File: config.mk
export PLATFORM = sky130hd
export DESIGN_NAME = period_meter
export DESIGN_NICKNAME = d
export VERILOG_FILES = /design/src/rtl/period_meter_pkg.sv /design/src/rtl/period_meter_sync_edge_detect.sv /design/src/rtl/period_meter.sv
export SDC_FILE = /design/constraint.sdc
export NUM_CORES = 1
export LEC_CHECK = 0
export BUFFER_PORTS_ARGS = -buffer_cell sky130_fd_sc_hd__buf_4
export CAP_MARGIN = 20
export CORE_MARGIN = 5
export CORE_UTILIZATION = 45
export DETAILED_ROUTE_END_ITERATION = 10
export SETUP_SLACK_MARGIN = 0.1
export SLEW_MARGIN = 20
export SYNTH_ARGS = -nofsm -noshare
export SYNTH_HDL_FRONTEND = slang
export SYNTH_SLANG_ARGS = --single-unit
File: constraint.sdc
create_clock -name CLK_in -period 5.1 [get_ports CLK_in]
set_clock_uncertainty 0.15 [all_clocks]
set_input_delay 0.765 -clock CLK_in [delete_from_list [all_inputs] [get_ports CLK_in]]
set_output_delay 0.765 -clock CLK_in [all_outputs]
set_load 0.02 [all_outputs]
File: src/rtl/period_meter_pkg.sv
// Shared definitions for the period meter: FSM state encoding and synchroniser limits.
package period_meter_pkg;

    typedef enum logic [1:0] {
        IDLE    = 2'd0,
        ARM     = 2'd1,
        MEASURE = 2'd2
    } state_t;

    localparam int SYNC_MIN = 2;

endpackage

File: src/rtl/period_meter_sync_edge_detect.sv
// Brings an asynchronous signal into the clock domain and flags its rising/falling edges.
module sync_edge_detect #(
    parameter int STAGES = 2
) (
    input  logic clk,
    input  logic rst,
    input  logic sig,
    output logic rise_pulse,
    output logic fall_pulse
);

    logic [STAGES-1:0] sync_reg;
    logic              edge_reg;
    logic [STAGES:0]   primed_reg;
    logic              primed;

    always_ff @(posedge clk or posedge rst) begin
        if (rst) begin
            sync_reg   <= '0;
            edge_reg   <= 1'b0;
            primed_reg <= '0;
        end else begin
            sync_reg   <= {sync_reg[STAGES-2:0], sig};
            edge_reg   <= sync_reg[STAGES-1];
            primed_reg <= {primed_reg[STAGES-1:0], 1'b1};
        end
    end

    // Edges are masked until the edge flop holds a real sample, so a signal that is
    // already high when reset releases is not mistaken for a rising edge.
    assign primed     = primed_reg[STAGES];
    assign rise_pulse = primed &  sync_reg[STAGES-1] & ~edge_reg;
    assign fall_pulse = primed & ~sync_reg[STAGES-1] &  edge_reg;

endmodule

File: src/rtl/period_meter.sv
// Measures period and high time of an asynchronous signal in clock cycles.
module period_meter
    import period_meter_pkg::*;
#(
    parameter int WIDTH       = 32,
    parameter int SYNC_STAGES = 2
) (
    input  logic             CLK_in,
    input  logic             RST_in,
    input  logic             EN_in,
    input  logic             SIG_in,
    output logic [WIDTH-1:0] PERIOD_out,
    output logic [WIDTH-1:0] HIGH_out,
    output logic             VALID_out,
    output logic             TIMEOUT_out,
    output logic             BUSY_out
);

    localparam int               STAGES  = (SYNC_STAGES < SYNC_MIN) ? SYNC_MIN : SYNC_STAGES;
    localparam logic [WIDTH-1:0] CNT_MAX = '1;
    localparam logic [WIDTH-1:0] CNT_ONE = WIDTH'(1);

    state_t           state_reg;
    logic [WIDTH-1:0] cnt_reg;
    logic [WIDTH-1:0] high_reg;
    logic             high_seen_reg;
    logic             rise;
    logic             fall;

    sync_edge_detect #(
        .STAGES(STAGES)
    ) u_sync (
        .clk       (CLK_in),
        .rst       (RST_in),
        .sig       (SIG_in),
        .rise_pulse(rise),
        .fall_pulse(fall)
    );

    always_ff @(posedge CLK_in or posedge RST_in) begin
        if (RST_in) begin
            state_reg     <= IDLE;
            cnt_reg       <= '0;
            high_reg      <= '0;
            high_seen_reg <= 1'b0;
            PERIOD_out    <= '0;
            HIGH_out      <= '0;
            VALID_out     <= 1'b0;
            TIMEOUT_out   <= 1'b0;
        end else begin
            VALID_out   <= 1'b0;
            TIMEOUT_out <= 1'b0;
            if (!EN_in) begin
                state_reg     <= IDLE;
                cnt_reg       <= '0;
                high_reg      <= '0;
                high_seen_reg <= 1'b0;
            end else begin
                case (state_reg)
                    IDLE: state_reg <= ARM;
                    ARM: begin
                        if (rise) begin
                            state_reg     <= MEASURE;
                            cnt_reg       <= CNT_ONE;
                            high_reg      <= '0;
                            high_seen_reg <= 1'b0;
                        end
                    end
                    MEASURE: begin
                        // A rising edge closes the period even when the counter is saturated.
                        if (rise) begin
                            PERIOD_out    <= cnt_reg;
                            HIGH_out      <= high_seen_reg ? high_reg : cnt_reg;
                            VALID_out     <= 1'b1;
                            cnt_reg       <= CNT_ONE;
                            high_reg      <= '0;
                            high_seen_reg <= 1'b0;
                        end else if (cnt_reg == CNT_MAX) begin
                            TIMEOUT_out   <= 1'b1;
                            state_reg     <= ARM;
                            cnt_reg       <= '0;
                            high_reg      <= '0;
                            high_seen_reg <= 1'b0;
                        end else begin
                            cnt_reg <= cnt_reg + CNT_ONE;
                            if (fall && !high_seen_reg) begin
                                high_reg      <= cnt_reg;
                                high_seen_reg <= 1'b1;
                            end
                        end
                    end
                    default: state_reg <= IDLE;
                endcase
            end
        end
    end

    assign BUSY_out = (state_reg != IDLE);

endmodule

# Yosys cells after proc, flatten, opt, wreduce, memory -nomap -nowiden
# Index checks and enable logic that the tools add are counted.
# Widths: inputs -> output; s select.
# op_classes
add_sub_neg	1
n_eq_ne	8
n_mux	30
n_bitwise	6
n_reduce_logical	8
# op_table
op	count
$mux 32	10
$pmux 32 s2	2
$add 32x1->32 const B	1
$eq 32x32->1 const B	1
$mux 1	12
$ne 3x3->1 const B	3
$reduce_and 3->1	3
$mux 2	4
$pmux 2 s3	1
$ne 5x5->1 const B	1
$and 1x1->1	4
$ne 3x1->1 const B	1
$eq 2x1->1 const B	1
$eq 2x2->1 const B	1
$logic_not 2->1	1
$not 1->1	2
$pmux 1 s2	1
$reduce_and 2->1	1
$reduce_bool 2->1	1
$logic_and 1x1->1	1
$logic_not 1->1	1
# totals
reg_bits	139
input_bits	4
output_inout_bits	67
word_cells	64

# Depth between registers and ports, before layout
# Gate-level depths: netlist (run 1).
# depth
word_depth	9
ltp_mapped	8
mapped_depth_nobuf	6

# Hierarchy
# Synthesis (run 1) repeated with hierarchy kept, for this count alone.
# unflattened
cells_unflattened	503
hier_area_um2	5992.0
# modules_own_cells
module	n_inst	cells_each	area_each_um2	seq_area_each_um2
period_meter	1	493	5816.8	3328.2
sync_edge_detect	1	10	175.2	150.1

# Least setup slack after synthesis (run 1)
# OpenSTA, ideal clock, no wires.
# synth_timing
path_type	input-to-reg
startpoint	input EN_in
endpoint	register HIGH_out[10]
t_arrival_ps	2042
required_time_ps	4813
slack_ps	2772
path_stages	6
path_buffers	3
path_cell_list	clkbuf_1 > nand2_1 > nor2_1 > clkbuf_1 > buf_1 > a21oi_1
# synth_between
elab_chain_cells	1
# synth_lines
element	line_no	text
from (decl)	period_meter.sv:10	input logic EN_in,
$reduce_and 3->1 (no source line)	n/a	
to (signal assigned)	period_meter.sv:73	HIGH_out <= high_seen_reg ? high_reg : cnt_reg;
to (decl)	period_meter.sv:13	output logic [WIDTH-1:0] HIGH_out,
# No other way between the ends.
# A chain may end at the register's enable or synchronous reset.

# Worst setup path after layout (run 1)
# layout_timing
startpoint	register cnt_reg[3]
endpoint	register high_reg[2]
# layout_between
elab_chain_cells	5
word_cells_on_any_way	7
# layout_lines
element	line_no	text
from (decl)	period_meter.sv:24	logic [WIDTH-1:0] cnt_reg;
from (signal assigned)	period_meter.sv:85	cnt_reg <= cnt_reg + CNT_ONE;
$eq 32x32->1 *	period_meter.sv:78	end else if (cnt_reg == CNT_MAX) begin
$mux 32	period_meter.sv:78	
$mux 32	period_meter.sv:71	if (rise) begin
$pmux 32 s2	period_meter.sv:59	case (state_reg)
$mux 32	period_meter.sv:53	if (!EN_in) begin
to (signal assigned)	period_meter.sv:87	high_reg <= cnt_reg;
to (decl)	period_meter.sv:25	logic [WIDTH-1:0] high_reg;
# Mark *: on every way between the ends. The rest lies on a longest branch, timed or not.

==> results of run 1 <==
-- layout make-up --
| class | instances | area (um^2) | area share, % |
|---|---|---|---|
| inverters | 5 | 23.8 | 0.333 |
| repair buffers | 78 | 586 | 8.21 |
| well taps | 172 | 215 | 3.02 |
| clock inverters | 1 | 5.00 | 0.0702 |
| flip-flops and latches | 139 | 3480 | 48.8 |
| multi-input cells | 321 | 2280 | 32.0 |
| clock buffers | 27 | 543 | 7.62 |
-- worst max path at each step --
| stage | end | slack (ns) | cells after the start |
|---|---|---|---|
| finish | high_reg[2] | 2.43 | 6 |
| floorplan | HIGH_out[0] | 0.46 | 1 |
| global route | high_reg[25] | 2.22 | 6 |
| CTS | high_reg[25] | 2.45 | 6 |
| global placement | high_reg[1] | 2.44 | 6 |
| detailed placement | high_reg[29] | 2.38 | 6 |
-- cells in the final DEF (no fill, tap or decap), drive strengths merged, types with 11 or more instances in the layout --
master / n
mux2i: 32
a22o: 32
nor2: 61
mux2: 32
clkbuf: 27
nand3: 11
a21oi: 44
xor2: 12
nand4: 18
dfrtp: 139
buf: 78
-- power groups by stage --
stage	combinational, uW	clock [uW]	sequential (uW)
finish	145	1130	1140
detailed placement	147	0	1160
floorplan	71.3	0	1180
global route	158	1200	1140
global placement	146	0	1160
CTS	147	1150	1140
-- cells by family after synthesis --
logic type,after synthesis,synth area share [%]
other cells,1,0.0636
compound gates,92,10.6
xor+xnor,22,3.27
mux,64,11.5
buf+inv,40,2.76
simple gates,141,12.6
fa+ha+maj,1,0.212
flops,139,59.0
-- metrics by stage --
stage	instances	total power (uW)	utilization [%]	hold slack, ns	setup WS [ns]
2_1_floorplan	500	1250	-	0.181	0.460
3_3_place_gp	715	1300	51.7	0.184	2.44
3_5_place_dp	715	1310	51.7	0.185	2.38
4_1_cts	743	2440	56.0	0.197	2.45
5_1_grt	743	2500	56.0	0.201	2.22
6_report	743	2410	56.0	0.196	2.43
-- per-layer routing --
layer | up-vias | share of wire [%] | global-route usage [%]
met1 | 2013 | 47 | 22.8
met4 | 0 | 1.5 | 7.29
met2 | 87 | 47 | 26.6
met5 | - | 0 | 0
li1 | 1918 | - | -
met3 | 18 | 4.5 | 4.59
-- Yosys cell counts (9+ instances only) --
cell type	number	area share, %
a21oi_1	44	3.7
a22o_1	32	4.8
buf_2	9	0.76
clkbuf_1	22	1.4
dfrtp_1	139	59
mux2_2	32	6.1
mux2i_1	32	5.4
nand2_1	10	0.64
nand3_1	11	0.93
nand4_1	16	1.7
nor2_1	61	3.9
xnor2_1	10	1.5
xor2_1	12	1.8
==> flow_metrics.env, run 1 <==
export IMPL_power_density_nw_per_um2=338
export IMPL_syn_area_um2=5900
export IMPL_rr_startpoint="cnt_reg[3]"
export IMPL_finalNetCount=567
export IMPL_hpwl_um=8190
export IMPL_die_h_um=124
export IMPL_hold_class="flip-flop to flip-flop"
export IMPL_path_cells="nand4_1 > nor2_1 > nand4_1 > and3_1 > buf_4 > a22o_1"
export IMPL_critical_path_endpoint_type="flip-flop"
export IMPL_numCtsBuffers=17
export IMPL_ir_drop_v=0.000190
export IMPL_drt_wl_total_um=12800
export IMPL_hold_end="u_sync.primed_reg[1]"
export IMPL_cts_max_path_buffers=2
export IMPL_fmax_ghz=0.375
export IMPL_p_comb_share_pct=6.0
export IMPL_antennaDiodeCount=0
export IMPL_drc_errors=0
export IMPL_syn_avg_cell_area_um2=11.8
export IMPL_min_period_ns=2.67
export IMPL_dieArea_um2=15500
export IMPL_slew_violations=0
export IMPL_start_util_pct=46.4
export IMPL_setup_tns_final_ns=0
export IMPL_grt_pass1_wl_um=21400
export IMPL_ff2ff_path_depth=6
export IMPL_clkTransAtPathRegs_ns=0.05
export IMPL_whs_path_depth=0
export IMPL_critPathMaxStageDelay_ns=0.48
export IMPL_htree_levels=4
export IMPL_first_pass_iters=4
export IMPL_synth_edf_count=0
export IMPL_post_cts_buffers=0
export IMPL_io_pins=71
export IMPL_critPathMaxFanout=18
export IMPL_swShare_pct=21.6
export IMPL_status="finished clean"
export IMPL_clkPwrFrac_pct=46.7
export IMPL_syn_num_nets=505
export IMPL_drive_gt1_share_pct=26.6
export IMPL_rrSetupSlack_ns=2.43
export IMPL_dpl_cell_area_um2=6580
export IMPL_grt_start_max_net_pins=102
export IMPL_startpoint="cnt_reg[3]"
export IMPL_intPower_uw=1890
export IMPL_ys_types=45
export IMPL_grt_ovfl_total=0
export IMPL_antenna_found_initial=0
export IMPL_critPathKind="flip-flop to flip-flop"
export IMPL_cts_resized=0
export IMPL_power_switching_uw=520
export IMPL_worst_pin_slew_ns=0.899
export IMPL_path_buf_inv=1
export IMPL_synth_ff_type="dfrtp_1"
export IMPL_grt_setup_unrepaired="false"
export IMPL_clk_latency_ns=0.41
export IMPL_fin_area_um2=7130
export IMPL_place_congestion=0.830
export IMPL_critical_path_slowest_cell="dfrtp_1"
export IMPL_chipWidth_um=124
export IMPL_r2r_end="high_reg[2]"
export IMPL_n_fill_cell=1156
export IMPL_via_per_inst=5.43
export IMPL_clockRootBuffer="clkbuf_16"
export IMPL_p_leak_uw=0.00338
export IMPL_seqPwrFrac_pct=47.3
export IMPL_crit_top_cell="nand4_1"
export IMPL_arrival_ns=2.81
export IMPL_io_buffers=70
export IMPL_vias=4036
export IMPL_hold_violations=0
export IMPL_cp_start_kind="flip-flop"
export IMPL_setup_viol=0
export IMPL_coreArea_um2=12700
export IMPL_area_growth_pct=20.9
export IMPL_yosys_warnings=0
export IMPL_hold_buffers=0
export IMPL_ys_seq_elements=139
export IMPL_period_share_pct=52.3
export IMPL_cts_sinks=139
export IMPL_async_reset_ff_share_pct=100
export IMPL_ant_nets=0
export IMPL_routedWlPerCell_um=17.2
export IMPL_drv_cap=0
export IMPL_slew_headroom_pct=40.1
export IMPL_cts_tree="yes"
export IMPL_rows=41
export IMPL_worstHoldStart="u_sync.primed_reg[0]"
export IMPL_gr_usage_all_layers_pct=17.2
export IMPL_ys_seq_area_share_pct=59.0
export IMPL_drt_iter0_markers=248
export IMPL_path_delay_family="simple AND/OR/NAND/NOR gates"
export IMPL_crit_required_ns=5.24
export IMPL_grt_pass1_vias=4128
export IMPL_netlist_instances=500
(Power assumes the default switching activity.)
==> run 2: changes to the inputs <==
clock period = 2.8 ns   (was 5.1 ns; I/O delays follow)
==> run 2 against run 1 <==
Combinational power increased by 94%. Routed wire length increased by 1.4%. Sequential cell count unchanged. Global-route usage increased by 0.56 points. Final cell count increased by 3.1%. Via count increased by 2.7%. Total power increased by 93%. Clock-buffer cell count decreased by 2. Non-clock buffer count increased by 19. First-iteration DRC count increased by 29%. Critical path depth increased by 1. Sequential power increased by 82%. Critical path type unchanged. Largest cell class unchanged. Largest power group is now the clock network.
==> flow_metrics.env, run 2 (synthesis gave the netlist of run 1 again) <==
export IMPL_slew_headroom_pct=38.0
export IMPL_grt_start_max_net_pins=87
export IMPL_min_period_ns=2.51
export IMPL_antenna_found_initial=0
export IMPL_antennaDiodeCount=0
export IMPL_post_place_ws_ns=0.274
export IMPL_path_buf_inv=1
export IMPL_io_pins=71
export IMPL_clockRootBuffer="clkbuf_16"
export IMPL_dpl_cell_count=732
export IMPL_critPathMaxFanout=20
export IMPL_numCtsBuffers=17
export IMPL_final_cell_mix="dfrtp_1 (138), buf_4 (91), nor2_1 (60), a21oi_1 (43)"
export IMPL_coreArea_um2=12700
export IMPL_power_density_nw_per_um2=629
export IMPL_critical_path_slowest_cell="o41ai_4"
export IMPL_drt_iter0_markers=321
export IMPL_setup_viol=0
export IMPL_drv_cap=0
export IMPL_ant_nets=0
export IMPL_crit_required_ns=3.00
export IMPL_die_h_um=124
export IMPL_hold_violations=0
export IMPL_io_buffers=70
export IMPL_path_cells="ha_1 > nand2_1 > nor3_1 > and4_1 > o41ai_4 > buf_12 > a22o_1"
export IMPL_ff2ff_path_depth=7
export IMPL_place_congestion=0.840
export IMPL_n_fill_cell=1098
export IMPL_dieArea_um2=15500
export IMPL_p_leak_uw=0.00352
export IMPL_fmax_ghz=0.398
export IMPL_grt_ovfl_total=0
export IMPL_htree_levels=4
export IMPL_cts_max_path_buffers=2
export IMPL_finalNetCount=586
export IMPL_chipWidth_um=124
export IMPL_clkTransAtPathRegs_ns=0.06
export IMPL_final_common_cell="dfrtp_1"
export IMPL_start_util_pct=46.4
export IMPL_arrival_ns=2.71
export IMPL_cp_start_kind="flip-flop"
export IMPL_critical_path_endpoint_type="flip-flop"
export IMPL_cts_tree="yes"
export IMPL_gr_usage_all_layers_pct=17.7
export IMPL_drt_wl_total_um=13000
export IMPL_clk_latency_ns=0.41
export IMPL_setup_tns_final_ns=0
export IMPL_critPathMaxStageDelay_ns=0.76
export IMPL_drc_errors=0
export IMPL_cts_sinks=139
export IMPL_vias=4145
export IMPL_setup_slack_ns=0.289
export IMPL_final_cells=766
export IMPL_drive_gt1_share_pct=29.0
export IMPL_path_delay_family="compound AO/OA/AOI/OAI gates"
export IMPL_ir_drop_v=0.000399
export IMPL_first_pass_iters=4
export IMPL_grt_pass1_vias=4254
export IMPL_whs_path_depth=2
export IMPL_status="finished clean"
export IMPL_routedWlPerCell_um=17.0
export IMPL_path_depth=7
export IMPL_fin_util_pct=58.2
export IMPL_rows=41
export IMPL_worst_pin_slew_ns=0.926
export IMPL_hpwl_um=8620
export IMPL_via_per_inst=5.41
export IMPL_area_growth_pct=25.5
export IMPL_hold_class="input pin to flip-flop"
export IMPL_grt_setup_unrepaired="false"
export IMPL_grt_pass1_wl_um=22300
export IMPL_period_share_pct=89.7
export IMPL_slew_violations=0
export IMPL_critPathKind="flip-flop to flip-flop"
## run 2: changes by cell type in the layout (fill, tap and decap cells not counted), sizes merged
cell and change:
buf +17, clkbuf -2, clkinv +3, bufinv +3
clkinvlp +1, dlygate4sd3 +2, inv -1
## run 2: path summary, 6_finish.rpt
kind / start / end / slack, ns
worst min-delay path: EN_in / state_reg[0] / 0.14
worst max register to register: cnt_reg[0] / high_reg[0] / 0.29
min in group asynchronous: RST_in / high_reg[29] / 0.42
worst max-delay path: cnt_reg[0] / high_reg[0] / 0.29
max in group asynchronous: RST_in / high_seen_reg / 1.34
worst min register to register: u_sync.sync_reg[0] / u_sync.sync_reg[1] / 0.20
## run 2: timing repair
| item | in CTS | in global routing |
|---|---|---|
| endpoints found under the hold margin | 16 | 0 |
| resized for setup | 0 | 1 |
| buffers inserted | 0 | 0 |
| hold buffers | 2 | 0 |
| endpoints found under the setup margin | 0 | 15 |
## run 2: stage by stage
step                      hold slack (ns)  total power (uW)  instance area, um^2
after floorplan                     0.181              2270                 5900
after global placement              0.186              2390                 6760
after detailed placement            0.187              2390                 6760
after CTS                           0.114              4710                 7390
after global routing                0.122              4840                 7400
final                               0.136              4660                 7400
## run 2: final cells by class
type	instances	area [um^2]	share of cell area (%)
repair buffers	97	783	10.6
well taps	172	215	2.91
multi-input cells	321	2290	30.9
flip-flops and latches	139	3480	47.0
clock inverters	7	110	1.49
clock buffers	25	505	6.83
inverters	5	22.5	0.304
## run 2: per-layer routing
metal / GRT usage (%) / share of wire [%] / up-vias / wire length (um)
li1: - / - / 1958 / -
met1: 24.5 / 46 / 2041 / 6040
met5: 0 / 0 / - / 0
met2: 27.0 / 46 / 119 / 6020
met3: 4.46 / 4.9 / 27 / 631
met4: 6.83 / 2.3 / 0 / 303
## run 2: power by group
| part | switching (uW) | internal (uW) |
|---|---|---|
| sequential | 23.6 | 2050 |
| clock | 791 | 1510 |
| combinational | 178 | 103 |
## run 2: worst register-to-register path: stages, from the launching register on
cell and delay [ns]:
dfrtp_1 0.39, ha_1 0.23, nand2_1 0.18, nor3_1 0.11, and4_1 0.21, o41ai_4 0.76
buf_12 0.26, a22o_1 0.17
